==> src/rtl/locker_btn_conditioner.sv <==
// Button input stage for the digit locker: synchronise, debounce and edge-detect four
// raw push-buttons, emitting clean levels and priority-resolved single-cycle press pulses.
module locker_btn_conditioner #(
   parameter int unsigned DEBOUNCE_CYCLES = 1000000,
   parameter int unsigned CNT_W           = 20
) (
   input  logic       clk,
   input  logic       clr,
   input  logic [3:0] btn_raw,
   output logic [3:0] btn_level,
   output logic [3:0] btn_pulse,
   output logic       btn_any
);

   localparam logic [CNT_W-1:0] CntMax = CNT_W'(DEBOUNCE_CYCLES - 1);
   localparam logic [CNT_W-1:0] CntOne = CNT_W'(1);

   logic [3:0]       sync1_q;
   logic [3:0]       sync2_q;
   logic [3:0]       stable_q;
   logic [3:0]       stable_d;
   logic [3:0]       pulse_q;
   logic [3:0]       pulse_d;
   logic [3:0]       rise;
   logic [CNT_W-1:0] cnt_q [4];
   logic [CNT_W-1:0] cnt_d [4];

   // A bit is accepted only after DEBOUNCE_CYCLES consecutive edges of disagreement;
   // any agreement in between drops the count back to zero.
   always_comb begin
      stable_d = stable_q;
      for (int i = 0; i < 4; i++) begin
         cnt_d[i] = '0;
         if (sync2_q[i] != stable_q[i]) begin
            if (cnt_q[i] == CntMax) begin
               stable_d[i] = sync2_q[i];
            end else begin
               cnt_d[i] = cnt_q[i] + CntOne;
            end
         end
      end
   end

   // Simultaneous presses: lowest index wins, the rest are dropped.
   always_comb begin
      rise    = stable_d & ~stable_q;
      pulse_d = '0;
      if (rise[0]) begin
         pulse_d = 4'b0001;
      end else if (rise[1]) begin
         pulse_d = 4'b0010;
      end else if (rise[2]) begin
         pulse_d = 4'b0100;
      end else if (rise[3]) begin
         pulse_d = 4'b1000;
      end
   end

   always_ff @(posedge clk) begin
      if (clr) begin
         sync1_q  <= '0;
         sync2_q  <= '0;
         stable_q <= '0;
         pulse_q  <= '0;
         for (int i = 0; i < 4; i++) begin
            cnt_q[i] <= '0;
         end
      end else begin
         sync1_q  <= btn_raw;
         sync2_q  <= sync1_q;
         stable_q <= stable_d;
         pulse_q  <= pulse_d;
         for (int i = 0; i < 4; i++) begin
            cnt_q[i] <= cnt_d[i];
         end
      end
   end

   assign btn_level = stable_q;
   assign btn_pulse = pulse_q;
   assign btn_any   = |stable_q;

endmodule
==> config.mk <==
export PLATFORM = sky130hd
export DESIGN_NAME = locker_btn_conditioner
export DESIGN_NICKNAME = d
export VERILOG_FILES = /design/src/rtl/locker_btn_conditioner.sv
export SDC_FILE = /design/constraint.sdc
export NUM_CORES = 1
export LEC_CHECK = 0
export ABC_CLOCK_PERIOD_IN_PS = 2200
export CORE_MARGIN = 2
export CORE_UTILIZATION = 50
export CTS_CLUSTER_SIZE = 16
export DETAILED_ROUTE_END_ITERATION = 8
export PLACE_DENSITY = 0.67
export SYNTH_ARGS = -nofsm -noshare
export SYNTH_HDL_FRONTEND = slang
export SYNTH_SLANG_ARGS = --single-unit
==> constraint.sdc <==
create_clock -name clk -period 2.2 [get_ports clk]
set_input_delay 0.44 -clock clk [delete_from_list [all_inputs] [get_ports clk]]
set_output_delay 0.44 -clock clk [all_outputs]
set_load 0.01 [all_outputs]
==> flow_summary.json <==
{
  "outcome": "finished clean",
  "clk_latency_ns": 0.37,
  "setup_ws_ns": 0.134,
  "crit_slowest_cell": "or4_1",
  "ys_top_cells_by_area": "dfxtp_1 (46%), xnor2_1 (9.3%), nor2_1 (6.0%)",
  "drt_iter0_markers": 73,
  "dpl_cell_area_um2": 4510,
  "clock_skew_ns": 0.0152,
  "crit_required_ns": 1.76,
  "maxSlewViolCount": 0,
  "min_to": "sync2_q[0]",
  "yosysMostFrequentCell": "dfxtp_1",
  "vias": 3369,
  "synthCells": 480,
  "final_antenna_net_count": 0,
  "path_max_fanout": 5,
  "slew_headroom_pct": 65.3,
  "final_area_um2": 4730,
  "intPower_w": 0.00232,
  "row_count": 33,
  "track_usage_pct": 18.3,
  "layout.nets": 511,
  "crit_path_cell_trace": "or4_1 -> dlygate4sd2_1",
  "arrival_ns": 1.63,
  "power.density_nw_per_um2": 638,
  "grt_max_degree": 21,
  "seqPwrFrac_pct": 58.0,
  "areaGrowthSynthToFinish_pct": 12.1,
  "synth.avg_cell_area_um2": 8.79,
  "dp_slack_ns": 0.180,
  "reg2reg_depth": 5,
  "irDropWorstVdd_v": 0.000395,
  "critPathCaptureType": "output pin",
  "synth_cell_types": 41,
  "viasPerCell": 5.51,
  "finalCriticalPeriod_ns": 2.07,
  "setup_violations": 0,
  "yosysWarnings": 0,
  "dp_hpwl_mm": 5.49,
  "grt_pass1_vias": 3135,
  "ys_seq_elements": 96,
  "post-route-util_pct": 57.6,
  "fmax_ghz": 0.484,
  "syn_nets": 490,
  "grt_pass1_wl_mm": 13.4,
  "gp_congestion": 0.808,
  "cts.sinks": 96,
  "start_kind": "flop",
  "setup_tns_ns": 0,
  "hold_path.class": "flop to flop",
  "cpPeakStageDelay_ns": 0.57,
  "cts_root_buffer": "clkbuf_8",
  "drc": 0,
  "path_clk_slew_ns": 0.09,
  "hold_viol": 0,
  "clock_path_buffers": 2,
  "die_w_um": 95.9,
  "synth_top_area_share_pct": 45.6,
  "antenna_found_initial": 0,
  "netlist_area_um2": 4220,
  "dieArea_um2": 9190,
  "fin_cells": 611,
  "synth-seq-area-share_pct": 45.6,
  "crit_type": "flop to output pin",
  "cts_tree": "yes",
  "drive_above_1_share_pct": 7.91,
  "timing.rr.start": "cnt_q[2][0]",
  "clkPwrFrac_pct": 40.4,
  "die_h_um": 95.9,
  "p_comb_share_pct": 1.6,
  "ioPinCount": 15,
  "port_buffers": 14,
  "p_sw_w": 0.000698,
  "grt_setup_unrepaired": "no",
  "hp-start": "sync1_q[0]",
  "sw_frac_of_total_pct": 23.1,
  "core_area_um2": 8220,
  "ys_top_cells_by_count": "dfxtp_1 (96), nor2_1 (67), xnor2_1 (45), nand3_1 (28), nand2_1 (27)",
  "reg2reg_setup_slack_ns": 0.20,
  "post-place-cells": 595,
  "finalCritPeriodShare_pct": 93.9,
  "cts_inserted_buffers": 9,
  "ys.flop_type": "dfxtp_1",
  "rr_endpoint": "btn_pulse[2]",
  "htreeDepth": 3,
  "start_util_pct": 51.3,
  "drt-total-wl_mm": 7.86,
  "tightest_slew_ns": 0.516,
  "diodes": 0,
  "async_flop_share_pct": 0,
  "synth_edf_count": 0,
  "dr.pass1.iters": 5,
  "yosys.area.top_type": "dfxtp_1",
  "leakagePower_nw": 1.29,
  "cap_violations": 0,
  "overflow": 0,
  "worstHoldPathCells": 1,
  "wl_per_cell_um": 12.9
}
==> timing repair <==
action | in CTS | in global routing
cloned | 0 | 0
hold buffers | 0 | 0
gates resized for setup | 1 | 1
setup endpoints to repair | 1 | 1
setup buffers | 0 | 0
==> cells in the final DEF (no fill, tap or decap), types with 4 or more instances in the layout <==
| cell | n |
|---|---|
| a21oi_1 | 26 |
| dfxtp_1 | 96 |
| or4_1 | 15 |
| o21ai_0 | 14 |
| o31ai_1 | 12 |
| clkdlybuf4s50_1 | 13 |
| xor2_1 | 8 |
| ha_1 | 4 |
| inv_1 | 17 |
| nor4_1 | 16 |
| nor2b_1 | 9 |
| nand4_1 | 10 |
| nor3_1 | 10 |
| xnor2_1 | 45 |
| clkbuf_8 | 9 |
| buf_4 | 10 |
| nand2_1 | 27 |
| nand3_1 | 28 |
| nor2_1 | 67 |
| or3_1 | 20 |
| nor4b_1 | 9 |
==> per-layer routing <==
metal / wire (um) / share of wire, % / GRT usage, % / vias to the layer above
li1: - / - / - / 1738
met1: 3920 / 50 / 23.5 / 1571
met2: 3510 / 45 / 29.4 / 44
met3: 219 / 2.8 / 3.21 / 16
met4: 219 / 2.8 / 9.76 / 0
met5: 0 / 0 / 0 / -
==> layout make-up <==
| class | count | area [um2] |
|---|---|---|
| fill | 752 | 3490 |
| inverter | 17 | 63.8 |
| clock buffer | 9 | 124 |
| sequential | 96 | 1920 |
| clock inverter | 7 | 86.3 |
| multi-input combinational | 352 | 2170 |
| timing repair buffer | 25 | 234 |
| tap | 105 | 131 |
==> flip-flops by register name (all words and copies together) (netlist names) <==
| register | flops |
|---|---|
| cnt_q | 80 |
| btn_pulse | 4 |
| sync2_q | 4 |
| sync1_q | 4 |
| btn_level | 4 |
==> worst max-delay path, delay by kind of cell (launching register included) <==
kind          cells  cell delay [ns]
flops             1             0.39
simple gates      1             0.57
buf+inv           1             0.31
==> cells by family after synthesis <==
| family | share of synthesized area [%] |
|---|---|
| simple gates | 31.0 |
| fa+ha+maj | 1.19 |
| xor+xnor | 11.0 |
| flops | 45.6 |
| compound gates | 8.10 |
| buf+inv | 3.20 |
==> power groups by stage <==
stage / registers [W] / clock network [W] / logic (W)
2_1_floorplan: 0.00179 / 0 / 0.0000285
3_3_place_gp: 0.00179 / 0 / 0.0000475
3_5_place_dp: 0.00179 / 0 / 0.0000484
4_1_cts: 0.00175 / 0.00126 / 0.0000486
5_1_grt: 0.00175 / 0.00131 / 0.0000533
6_report: 0.00175 / 0.00122 / 0.0000477
==> worst max path at each step <==
stage	startpoint	to	depth (start not counted)
CTS	btn_level[1]	btn_any	2
finish	btn_level[1]	btn_any	2
detailed placement	cnt_q[2][0]	btn_pulse[2]	5
global route	cnt_q[2][0]	cnt_q[2][19]	6
floorplan	cnt_q[3][0]	cnt_q[3][18]	6
global placement	cnt_q[2][0]	btn_pulse[2]	5
==> through the flow <==
step | hold slack, ns | power (W)
final | 0.445 | 0.00302
after global routing | 0.459 | 0.00311
after CTS | 0.449 | 0.00306
after detailed placement | 0.428 | 0.00184
after global placement | 0.422 | 0.00184
after floorplan | 0.414 | 0.00182
Note: power is estimated with default switching activity, not from simulation.
